===== config.mk =====
export PLATFORM = sky130hd
export DESIGN_NAME = prog_loader
export DESIGN_NICKNAME = d
export VERILOG_FILES = /design/src/rtl/prog_loader.sv
export SDC_FILE = /design/constraint.sdc
export NUM_CORES = 1
export LEC_CHECK = 0
export BUFFER_PORTS_ARGS = -buffer_cell sky130_fd_sc_hd__buf_2
export CAP_MARGIN = 10
export CORE_ASPECT_RATIO = 1.4
export CORE_UTILIZATION = 45
export DETAILED_ROUTE_END_ITERATION = 10
export GPL_TIMING_DRIVEN = 0
export PLACE_DENSITY = 0.76
export SYNTH_ARGS = -nofsm -noshare
export SYNTH_HDL_FRONTEND = slang
export SYNTH_SLANG_ARGS = --single-unit
export TNS_END_PERCENT = 10

===== constraint.sdc =====
create_clock -name clk -period 2.8 [get_ports clk]
set_input_delay 0.14 -clock clk [delete_from_list [all_inputs] [get_ports clk]]
set_output_delay 0.14 -clock clk [all_outputs]
set_load 0.03 [all_outputs]

===== src/rtl/prog_loader.sv =====
// Boot-time program loader: pulls a length-prefixed byte stream into instruction memory while holding the CPU.
// Optional macro PROG_LOADER_CHECKSUM_EN adds a trailing XOR checksum byte checked before release.
//
// state | meaning
// IDLE  | after reset, waiting for start; CPU held
// HDR0  | waiting for word-count low byte
// HDR1  | waiting for word-count high byte
// DATA  | collecting the 4 bytes of the next word
// WRITE | single-cycle instruction-memory write
// CHK   | waiting for checksum byte (checksum build only)
// DONE  | load succeeded; CPU released
// ERR   | load rejected; CPU held
module prog_loader #(
    parameter int ADDR_W    = 11,
    parameter int MAX_WORDS = 2048
) (
    input  logic              clk,
    input  logic              rst,
    input  logic              start,
    input  logic              rx_valid,
    input  logic [7:0]        rx_data,
    output logic              rx_ready,
    output logic              im_we,
    output logic [ADDR_W-1:0] im_addr,
    output logic [31:0]       im_wdata,
    output logic              cpu_hold,
    output logic              busy,
    output logic              done,
    output logic              err
);

    typedef enum logic [2:0] {
        IDLE, HDR0, HDR1, DATA, WRITE, DONE, ERR
`ifdef PROG_LOADER_CHECKSUM_EN
        , CHK
`endif
    } state_t;

    localparam logic [16:0] MAX_N = 17'(MAX_WORDS);

    state_t      state, state_nx;
    logic [7:0]  n_lo;
    logic [15:0] n_words;
    logic [15:0] word_cnt;
    logic [1:0]  byte_cnt;
    logic [31:0] shift;
    logic [15:0] hdr_n;
    logic        last_word;
`ifdef PROG_LOADER_CHECKSUM_EN
    logic [7:0]  chk_acc;
`endif

    assign im_addr  = ADDR_W'(word_cnt);
    assign im_wdata = shift;

    always_ff @(posedge clk) begin
        if (rst) state <= IDLE;
        else     state <= state_nx;
    end

    always_comb begin
        state_nx  = state;
        rx_ready  = 1'b0;
        im_we     = 1'b0;
        busy      = 1'b1;
        done      = 1'b0;
        err       = 1'b0;
        cpu_hold  = 1'b1;
        hdr_n     = {rx_data, n_lo};
        last_word = (word_cnt + 16'd1) == n_words;
        case (state)
            IDLE: begin
                busy = 1'b0;
                if (start) state_nx = HDR0;
            end
            HDR0: begin
                rx_ready = 1'b1;
                if (rx_valid) state_nx = HDR1;
            end
            HDR1: begin
                rx_ready = 1'b1;
                if (rx_valid) begin
                    if (hdr_n == 16'd0)                state_nx = DONE;
                    else if ({1'b0, hdr_n} > MAX_N)    state_nx = ERR;
                    else                               state_nx = DATA;
                end
            end
            DATA: begin
                rx_ready = 1'b1;
                if (rx_valid && byte_cnt == 2'd3) state_nx = WRITE;
            end
            WRITE: begin
                im_we = 1'b1;
`ifdef PROG_LOADER_CHECKSUM_EN
                state_nx = last_word ? CHK : DATA;
`else
                state_nx = last_word ? DONE : DATA;
`endif
            end
`ifdef PROG_LOADER_CHECKSUM_EN
            CHK: begin
                rx_ready = 1'b1;
                if (rx_valid) state_nx = (rx_data == chk_acc) ? DONE : ERR;
            end
`endif
            DONE: begin
                busy     = 1'b0;
                done     = 1'b1;
                cpu_hold = 1'b0;
                if (start) state_nx = HDR0;
            end
            ERR: begin
                busy = 1'b0;
                err  = 1'b1;
                if (start) state_nx = HDR0;
            end
            default: state_nx = IDLE;
        endcase
    end

    // Bytes shift in from the top so byte k lands in bits [8k+7:8k] after four transfers.
    always_ff @(posedge clk) begin
        if (rst) begin
            n_lo     <= '0;
            n_words  <= '0;
            word_cnt <= '0;
            byte_cnt <= '0;
            shift    <= '0;
`ifdef PROG_LOADER_CHECKSUM_EN
            chk_acc  <= '0;
`endif
        end else begin
            case (state)
                IDLE, DONE, ERR: begin
                    if (start) begin
                        word_cnt <= '0;
                        byte_cnt <= '0;
`ifdef PROG_LOADER_CHECKSUM_EN
                        chk_acc  <= '0;
`endif
                    end
                end
                HDR0: if (rx_valid) n_lo <= rx_data;
                HDR1: if (rx_valid) n_words <= {rx_data, n_lo};
                DATA: begin
                    if (rx_valid) begin
                        shift    <= {rx_data, shift[31:8]};
                        byte_cnt <= byte_cnt + 2'd1;
`ifdef PROG_LOADER_CHECKSUM_EN
                        chk_acc  <= chk_acc ^ rx_data;
`endif
                    end
                end
                WRITE: word_cnt <= word_cnt + 16'd1;
                default: ;
            endcase
        end
    end

endmodule


==> results of run 1 <==
## path summary, 6_finish.rpt
kind                     from  depth (start not counted)           to
setup / recovery  word_cnt[1]                          8     state[1]
hold / removal     rx_data[7]                          3      n_lo[7]
setup reg to reg  word_cnt[1]                          8     state[1]
hold reg to reg   im_wdata[0]                          2  im_wdata[0]
## report_power, final
group          leakage [nW]  switching, mW  total, mW  internal, mW
Combinational         0.987          0.432      0.637         0.204
Sequential            0.621         0.0471       1.20          1.15
Clock                 0.141          0.442       1.12         0.676
Total                  1.75          0.921       2.95          2.03
## cells by family (layout without fill, tap and decap cells)
logic type | Yosys count | in the layout | synth area share [%]
and+or+nand+nor | 215 | 215 | 25.55
AOI/OAI and AO/OA | 118 | 118 | 17.94
DFF | 77 | 77 | 41.15
buffers and inverters | 52 | 125 | 8.082
xor gates and xnor gates | 26 | 26 | 6.079
adders and majority gates | 3 | 3 | 0.9351
muxes | 1 | 1 | 0.2672
## stage by stage
step / total power, mW / hold WS (ps) / cell area, um2 / setup WS, ps / utilization, %
floorplan: 1.670 / 276.0 / 3746 / 797.6 / -
global placement: 1.828 / 424.8 / 4169 / 422.8 / 51.47
detailed placement: 1.848 / 427.9 / 4169 / 355.8 / 51.47
CTS: 2.959 / 80.94 / 4448 / 331.7 / 54.91
global route: 3.083 / 95.08 / 4448 / 62.84 / 54.91
finish: 2.951 / 89.16 / 4448 / 292.1 / 54.91
## area by class of cell
cell class	instances	area, um2	area share (%)
Buffer	42	265.3	5.963
Clock buffer	9	225.2	5.063
Clock inverter	5	53.80	1.210
Inverter	10	37.54	0.8439
Multi-Input combinational cell	363	1902	42.76
Sequential cell	77	1541	34.66
Tap cell	102	127.6	2.869
Timing Repair Buffer	59	295.3	6.639
## flip-flops by register name, summed over array words and instances (netlist names)
name and cells:
byte_cnt 2, im_wdata 32, n_lo 8, n_words 16, state 3, word_cnt 16
## placed cells by master (no fill, tap or decap), types with 2 or more instances in the layout
cell type	netlist	layout
clkbuf_16	0	9
a22oi_1	2	2
and3_1	4	4
o21ai_0	14	14
nor2_1	34	34
clkbuf_8	4	4
nor3b_1	2	2
or4_1	4	4
a31oi_1	3	3
a311oi_1	2	2
inv_1	8	8
nand3_1	11	11
clkinv_2	0	3
xnor2_1	15	15
clkbuf_1	18	18
nand2_1	131	131
o2bb2ai_1	2	2
or3_1	4	4
nor3_1	3	3
a2bb2oi_1	2	2
xor2_1	11	11
o31ai_1	2	2
ha_1	2	2
buf_2	2	61
buf_4	15	15
nor4_1	6	6
nand4_1	6	6
dfxtp_1	77	77
a21oi_1	79	79
## critical path: stages, from the launching register on
cell	delay, ps
dfxtp_1	490
ha_1	250
clkbuf_8	170
nand3_1	140
nor4_1	550
xnor2_1	190
o311ai_1	130
nor4_2	290
o22ai_1	150
## synth_stat cells (6+ instances only)
cell and instances:
o21ai_0 14, nor4_1 6, inv_1 8, nand2_1 131, clkbuf_1 18, dfxtp_1 77, nor2_1 34, nand4_1 6
a21oi_1 79, xor2_1 11, buf_4 15, xnor2_1 15, nand3_1 11
## layer usage
layer  part of all wire [%]  up-vias
li1                       -     1799
met1                     41     1718
met2                     52      104
met3                    4.2       27
met4                    2.8        0
met5                      0        -
==> results by group, run 1 <==
Clock tree
  – Total CTS buffers: 9
  – Clock slew at reported path FFs: 60 ps
  – Clk root buf: clkbuf_16
  – H-tree depth: 3
  – Setup repair bufs after CTS: 0
  – TritonCTS clock tree: yes
  – Cts hold-fix bufs: 0
  – Clock latency on the worst-skew pair: approximately 340 ps
  – Clock sinks: 77
  – Maximum clock path buffer count: 2
  – Post_cts resized: 0

Global routing
  – Vias in the first global route: roughly 3.4k
  – Initial antenna violation count: 0
  – Met1 Use GR: 25.83%
  – Met3 global-route usage: 4.232%
  – Met2 Use GR: 41.81%
  – Gr usage total: 23.27%
  – First-pass GRT wire length: 15730 um
  – Gr busiest metal: met2
  – Pin count of the biggest net entering global routing: 13
  – Final global-route overflow total: 0

Setup path
  – Startpoint types: register
  – Worst setup EP type: register
  – Required time worst endpoint: about 3000 ps
  – Flop-to-flop setup slack: 290 ps
  – Worst EP arrival: 2710 ps
  – Crit-path max FO: 10
  – Category of the most critical setup path: register to register

Timing
  – Setup TNS: 0 ps
  – Max-slew headroom at the worst pin: 58.27%
  – Tcrit/Tclk final: about nine tenths
  – Worst Max-Slew Pin Slew: 625.9 ps
  – Final slew viol count: 0
  – Max frequency: around 0.40 GHz
  – RSZ-0062 raised after global routing: false
  – # setup viols final: 0
  – Final Skew: 5.408 ps
  – Hold Fails Final Rpt: 0
  – Final min period: 2508 ps

Floorplanning
  – # IOs: 61
  – DIE AREA: 8699 um2
  – Die Y: 110.0 um
  – Initial Util: 46.25%
  – Std cell rows: 39
  – Die width: 79.11 um
  – CORE AREA: 8100 um2

Place
  – Hpwl dp: 7136 um
  – Routability-driven placement congestion ratio: 0.8972
  – Port bufs: 59
  – Dpl cells: roughly 650

Synthesis
  – Most used DFF post-synth: dfxtp_1
  – Synthesized flop and latch total: 77
  – Syn. warnings: 0
  – Syn Nets: a little over 500
  – Yosys top cell area share: 41.15%
  – Gate Count Post-Synth: 492
  – Area contributors post-synth: dfxtp_1 41%, nand2_1 13%, a21oi_1 11%
  – EDFF count, synth: 0
  – Post-synth ARST share: 0%
  – Mapped cell area: 3746 um2
  – Sequential share of the synthesized area: 41.15%
  – Library cells used by synthesis: 56
  – Largest area contributor in the netlist: dfxtp_1
  – Avg Synthesized Cell Area: 7.614 um2

Power
  – P_leak: 1.749 nW
  – Power Density: about 660 nW/um2
  – Peak supply drop: approximately 400 uV

Final layout
  – # diodes: 0
  – P&R area growth vs syn: 18.74%
  – Fillers: slightly above 800
  – Layout Nets: roughly 580
  – Final Non-Filler Cells: 667
  – Layout cells sized above 1: 18.58%

Drt
  – DR iter-0 viols: roughly 190
  – DR vias: 3648
  – # DRC: 0
  – Drt wl/cell: 14.53 um
  – Drt first pass iters: 5
  – Final WL: roughly 9700 um
  – Final ANT Viol Nets: 0
  – Vias per cell: roughly 5.5

Min path
  – Hold Path Class: input pin to register

Status
  – Status: finished, final reports clean

Job
  – Max Cap Viol: 0
Power figures use the tool's default switching activity.
==> run 2, diff against run 1 <==
--- a/config.mk
+++ b/config.mk
@@ -12,6 +12,7 @@
 export DETAILED_ROUTE_END_ITERATION = 10
 export GPL_TIMING_DRIVEN = 0
 export PLACE_DENSITY = 0.76
+export RECOVER_POWER = 100
 export SYNTH_ARGS = -nofsm -noshare
 export SYNTH_HDL_FRONTEND = slang
 export SYNTH_SLANG_ARGS = --single-unit
==> run 2 against run 1 <==
Sequential share of layout area grew 0.54 points. Worst setup slack better by 5.6 ps. Flip-flop and latch count unchanged. Global-route usage is the same. Cell count stayed put. Register-to-register slack barely moved. Final area down 1.5%. First-iteration DRC count is 13% lower.
==> results by group, run 2 (synthesis results as in run 1) <==
Status
  – Status: finished, final reports clean

Final layout
  – Most frequent cells in the layout: 131 x nand2_1, 79 x a21oi_1, 77 x dfxtp_1
  – # diodes: 0
  – Layout cells sized above 1: approximately a tenth
  – Layout Nets: 576
  – Post-route cell area: 4379 um2
  – Number of flip-flops under the largest register name: 32
  – P&R area growth vs syn: 16.90%
  – Most common cell after layout, fill and taps aside: nand2_1
  – Fillers: 838

Setup path
  – Worst reg-to-reg path cell count: 8
  – Worst r2r src: word_cnt[1]
  – Required time worst endpoint: 3000 ps
  – Reg2reg end: state[1]
  – Worst setup EP type: register
  – Category of the most critical setup path: register to register
  – Flop-to-flop setup slack: 300 ps
  – Crit-path max FO: 10
  – Worst EP arrival: 2700 ps
  – Startpoint types: register

Timing
  – Final setup margin: 297.7 ps
  – Max frequency: approximately 0.4 GHz
  – Max-slew headroom at the worst pin: 57.46%
  – Setup TNS: 0 ps
  – Worst Max-Slew Pin Slew: 638.1 ps
  – Hold Fails Final Rpt: 0
  – Final min period: 2502 ps
  – Fin Hold WS: between 80 and 90 ps
  – Tcrit/Tclk final: 89.37%
  – RSZ-0062 raised after global routing: false
  – Final Skew: 4.671 ps
  – # setup viols final: 0
  – Final slew viol count: 0

Power
  – P_leak: approximately 1.5 nW
  – Peak supply drop: 385.1 uV
  – Design Power: 2.936 mW
  – Power Density: ~670 nW/um2

Global routing
  – Vias in the first global route: around 3.4k
  – Final global-route overflow total: 0
  – Initial antenna violation count: 0
  – First-pass GRT wire length: roughly 16000 um
  – Gr usage total: 23.27%
  – Pin count of the biggest net entering global routing: 13

Drt
  – Vias per cell: roughly 5.5
  – DR iter-0 viols: 163
  – Final ANT Viol Nets: 0
  – # DRC: 0
  – Drt wl/cell: 14.60 um
  – Drt first pass iters: 5
  – Final WL: 9737 um
  – DR vias: 3657

Clock tree
  – Setup repair bufs after CTS: 0
  – Clock latency on the worst-skew pair: approximately 340 ps
  – Total CTS buffers: 9
  – Clk root buf: clkbuf_16
  – Clock slew at reported path FFs: 60 ps
  – Post_cts resized: 0
  – Cts hold-fix bufs: 0
  – H-tree depth: 3
  – Maximum clock path buffer count: 2
  – Clock sinks: 77
  – TritonCTS clock tree: yes

Floorplanning
  – Initial Util: 46.25%
  – Std cell rows: 39
  – # IOs: 61
  – DIE AREA: 8699 um2
  – Die Y: about 110 um
  – Die width: a little under 80 um
  – CORE AREA: 8100 um2

Place
  – Pre-CTS setup slack: approximately 360 ps
  – DP Area: 4169 um2
  – Hpwl dp: 7136 um
  – Routability-driven placement congestion ratio: 0.8972
  – Port bufs: 59

Min path
  – Hold Path Class: input pin to register
  – Hold endpoint: n_lo[7]
  – Hold path cells: 3
  – Min-delay src: rx_data[7]

Job
  – Max Cap Viol: 0
run 2: cell types whose count changed in the layout (fill, tap and decap cells not counted):
cell       change
a2111oi_0      +1
a2111oi_2      -1
buf_2         -50
clkbuf_1      +50
run 2: final cells by class:
type                       count  area, um2  share of cell area, %
buffer                        42      264.0                  6.029
clock buffer                   9      225.2                  5.143
clock inverter                 5      53.80                  1.229
inverter                      10      37.54                 0.8571
multi-input combinational    363       1896                  43.29
sequential                    77       1541                  35.20
tap                          102      127.6                  2.914
timing repair buffer          59      234.0                  5.343
run 2: worst max path at each step:
stage	depth (start not counted)	startpoint	end
after floorplan	8	word_cnt[1]	state[1]
after global placement	8	word_cnt[1]	state[1]
after detailed placement	8	word_cnt[1]	state[1]
after CTS	8	word_cnt[1]	state[1]
after global routing	8	word_cnt[1]	state[2]
final	8	word_cnt[1]	state[1]
run 2: routing by layer:
metal	GRT usage, %	part of all wire (%)	up-vias	wire length [um]
li1	-	-	1797	-
met1	25.83	41	1719	3963
met2	41.81	52	112	5030
met3	4.232	4.5	29	442
met4	12.34	3.1	0	300
met5	0	0	-	0
run 2: where the power goes:
part	internal, mW	switching, mW	total, mW
registers	1.15	0.0462	1.20
clock network	0.676	0.444	1.12
logic	0.189	0.431	0.621
run 2: worst max-delay path, stage by stage, from the launching register on:
cell and delay [ps]:
dfxtp_1 480, ha_1 250, clkbuf_8 170, nand3_1 140, nor4_1 560, xnor2_1 190, o311ai_1 130, nor4_2 280
o22ai_1 150
run 2: per-stage QoR:
stage               std cells  utilization, %
finish                    667           54.06
floorplan                 492               -
detailed placement        653           51.47
global route              667           54.06
CTS                       667           54.91
global placement          653           51.47
==> run 3, diff against run 2 <==
--- a/config.mk
+++ b/config.mk
@@ -5,6 +5,7 @@
 export SDC_FILE = /design/constraint.sdc
 export NUM_CORES = 1
 export LEC_CHECK = 0
+export ABC_AREA = 1
 export BUFFER_PORTS_ARGS = -buffer_cell sky130_fd_sc_hd__buf_2
 export CAP_MARGIN = 10
 export CORE_ASPECT_RATIO = 1.4
==> run 3 against run 2 <==
Clock power is 21% higher. Worst setup slack better by 140 ps. Hold slack worse by 4.3 ps. Global-route usage is 0.13 points higher. Maximum frequency is 6.0% higher. Sequential share of layout area is 1.3 points lower. Count of clock-buffer cells in the layout stayed put. Register-to-register slack better by 140 ps. Critical endpoint is now im_we.
==> results by group, run 3 <==
Clock tree
  – H-tree depth: 3
  – Maximum clock path buffer count: 2
  – Post_cts resized: 0
  – Clock latency on the worst-skew pair: 330 ps
  – Total CTS buffers: 9
  – Clock sinks: 77
  – Clk root buf: clkbuf_16
  – Setup repair bufs after CTS: 0
  – Clock slew at reported path FFs: 60 ps
  – TritonCTS clock tree: yes
  – Cts hold-fix bufs: 0

Setup path
  – Category of the most critical setup path: register to output pin
  – Critical path origin: state[2]
  – Slowest CP cell: clkbuf_1
  – Crit-path max FO: 10
  – Critical path, cell by cell: inv_1, nor2_1, inv_1, nor2_1, buf_4, clkbuf_1, clkbuf_1
  – Startpoint types: register
  – Worst EP arrival: around 2200 ps
  – Worst reg-to-reg path cell count: 8
  – Slowest stage delay, CP: 430 ps
  – Reg2reg end: word_cnt[14]
  – Flop-to-flop setup slack: 440 ps
  – Worst setup EP type: output pin
  – Worst r2r src: state[2]
  – CP Capture Point: im_we
  – Required time worst endpoint: between 2000 and 3000 ps

Global routing
  – Final global-route overflow total: 0
  – Met1 Use GR: 25.96%
  – Vias in the first global route: approximately 3.6k
  – Met2 Use GR: 41.65%
  – First-pass GRT wire length: 16300 um
  – Initial antenna violation count: 0
  – Gr busiest metal: met2
  – Met3 global-route usage: 3.934%
  – Pin count of the biggest net entering global routing: 15
  – Gr usage total: about a quarter

Timing
  – Final Skew: 5.526 ps
  – Tcrit/Tclk final: between 80% and 90%
  – Final min period: 2360 ps
  – RSZ-0062 raised after global routing: false
  – Fin Hold WS: 81.80 ps
  – Setup TNS: 0 ps
  – Hold Fails Final Rpt: 0
  – Final slew viol count: 0
  – # setup viols final: 0
  – Max frequency: 0.4238 GHz
  – Worst Max-Slew Pin Slew: ~1200 ps
  – Final setup margin: between 400 and 500 ps
  – Max-slew headroom at the worst pin: a little over a fifth

Synthesis
  – Syn. warnings: 0
  – Syn Nets: 587
  – Post-Synth Simple-Gate Area: a little over a third
  – Largest family of logic cells by synthesized area: simple AND/OR/NAND/NOR gates
  – Multiplexer share of the synthesized area: 0%
  – Post-synthesis xor/xnor area fraction: 0.4559%
  – Top-count cell post-synth: nand2_1
  – Avg Synthesized Cell Area: 6.706 um2
  – Yosys top cell area share: 40.12%
  – Mapped cell area: between 3000 and 4000 um2
  – Sequential share of the synthesized area: 40.12%
  – Post-synth ARST share: 0%
  – Most used DFF post-synth: dfxtp_1
  – Top cells by count, synth: 180 x nand2_1, 77 x dfxtp_1, 57 x inv_1, 56 x a21oi_1, 52 x nor2_1
  – Synthesized flop and latch total: slightly below 80
  – Synth Area in Compound Gates: 12.89%
  – Library cells used by synthesis: 30
  – Area contributors post-synth: dfxtp_1 40%, nand2_1 18%, a21oi_1 7.3%
  – Gate Count Post-Synth: roughly 570
  – Largest area contributor in the netlist: dfxtp_1
  – EDFF count, synth: 0
  – Synth Area in Adders: 0.6513%

Floorplanning
  – DIE AREA: approximately 8900 um2
  – CORE AREA: around 8200 um2
  – # IOs: 61
  – Die Y: 111.3 um
  – Initial Util: 46.87%
  – Std cell rows: 39
  – Die width: 80.10 um

Place
  – Routability-driven placement congestion ratio: 0.8220
  – Port bufs: 59
  – Hpwl dp: 7367 um
  – Pre-CTS setup slack: around 540 ps
  – DP Area: 4265 um2

Drt
  – Final ANT Viol Nets: 0
  – DR iter-0 viols: 214
  – DR vias: 3879
  – Final WL: 9852 um
  – Drt first pass iters: 4
  – Vias per cell: approximately 5.2
  – # DRC: 0
  – Drt wl/cell: 13.14 um

Final layout
  – Layout cells sized above 1: between 8 and 9%
  – Layout Nets: 657
  – Post-route cell area: between 4000 and 5000 um2
  – Most frequent cells in the layout: 180 x nand2_1, 77 x dfxtp_1, 68 x clkbuf_1
  – Most common cell after layout, fill and taps aside: nand2_1
  – Number of flip-flops under the largest register name: 32
  – P&R area growth vs syn: 18.43%
  – # diodes: 0

Power
  – Power Density: 737.4 nW/um2
  – Peak supply drop: 505.4 uV
  – Design Power: 3.356 mW
  – P_leak: 1.781 nW

Job
  – Max Cap Viol: 0

Min path
  – Hold path cells: 3
  – Hold Path Class: input pin to register

Status
  – Status: finished, final reports clean
run 3: cell count changes in the layout (fill, tap and decap cells not counted), sizes merged, moves of 5 or more:
cell    change
nand3b      +5
xnor2      -14
a211oi     +21
nand2      +53
inv        +50
nor4        -6
a21oi      -22
nor2       +26
xor2       -10
o21ai       -8
or3         -5
clkbuf      -5
nand3      +36
run 3: cells by family (layout without fill, tap and decap cells):
family	Yosys count	count (layout)
and+or+nand+nor	312	312
buffers and inverters	94	169
AOI/OAI and AO/OA	86	86
DFF	77	77
adders and majority gates	2	2
xor gates and xnor gates	2	2
run 3: layout make-up:
cell class / instances / area, um2
inverter: 60 / 225.2
multi-input combinational: 402 / 1894
fill: 808 / 3647
tap: 102 / 127.6
clock buffer: 9 / 225.2
buffer: 34 / 177.7
clock inverter: 7 / 123.9
sequential: 77 / 1541
timing repair buffer: 59 / 235.2
run 3: per-layer routing:
metal | vias to the layer above | part of all wire, %
li1 | 1981 | -
met5 | - | 0
met4 | 0 | 3.2
met2 | 96 | 51
met1 | 1775 | 42
met3 | 27 | 3.7
run 3: worst min path at each step:
stage,from,end,slack [ps]
2_1_floorplan,rx_data[0],im_wdata[24],280
3_3_place_gp,rx_data[0],im_wdata[24],420
3_5_place_dp,rx_data[0],im_wdata[24],430
4_1_cts,rx_data[0],im_wdata[24],80
5_1_grt,rx_data[0],im_wdata[24],90
6_report,rx_data[0],im_wdata[24],80
run 3: where the power goes:
part | total, mW | switching [mW] | internal [mW]
clock network | 1.35 | 0.474 | 0.875
registers | 1.26 | 0.0678 | 1.19
logic | 0.751 | 0.529 | 0.222
run 3: stage by stage:
stage	util, %	std cells
finish	55.51	750
global route	55.51	750
CTS	56.29	750
detailed placement	52.03	734
global placement	52.03	734
floorplan	-	573
run 3: worst max-delay path: cells and delay by family, from the launching register on:
kind,cells,cell delay [ps]
buffers and inverters,5,1190
flip-flops,1,400
AND/OR/NAND/NOR,2,290
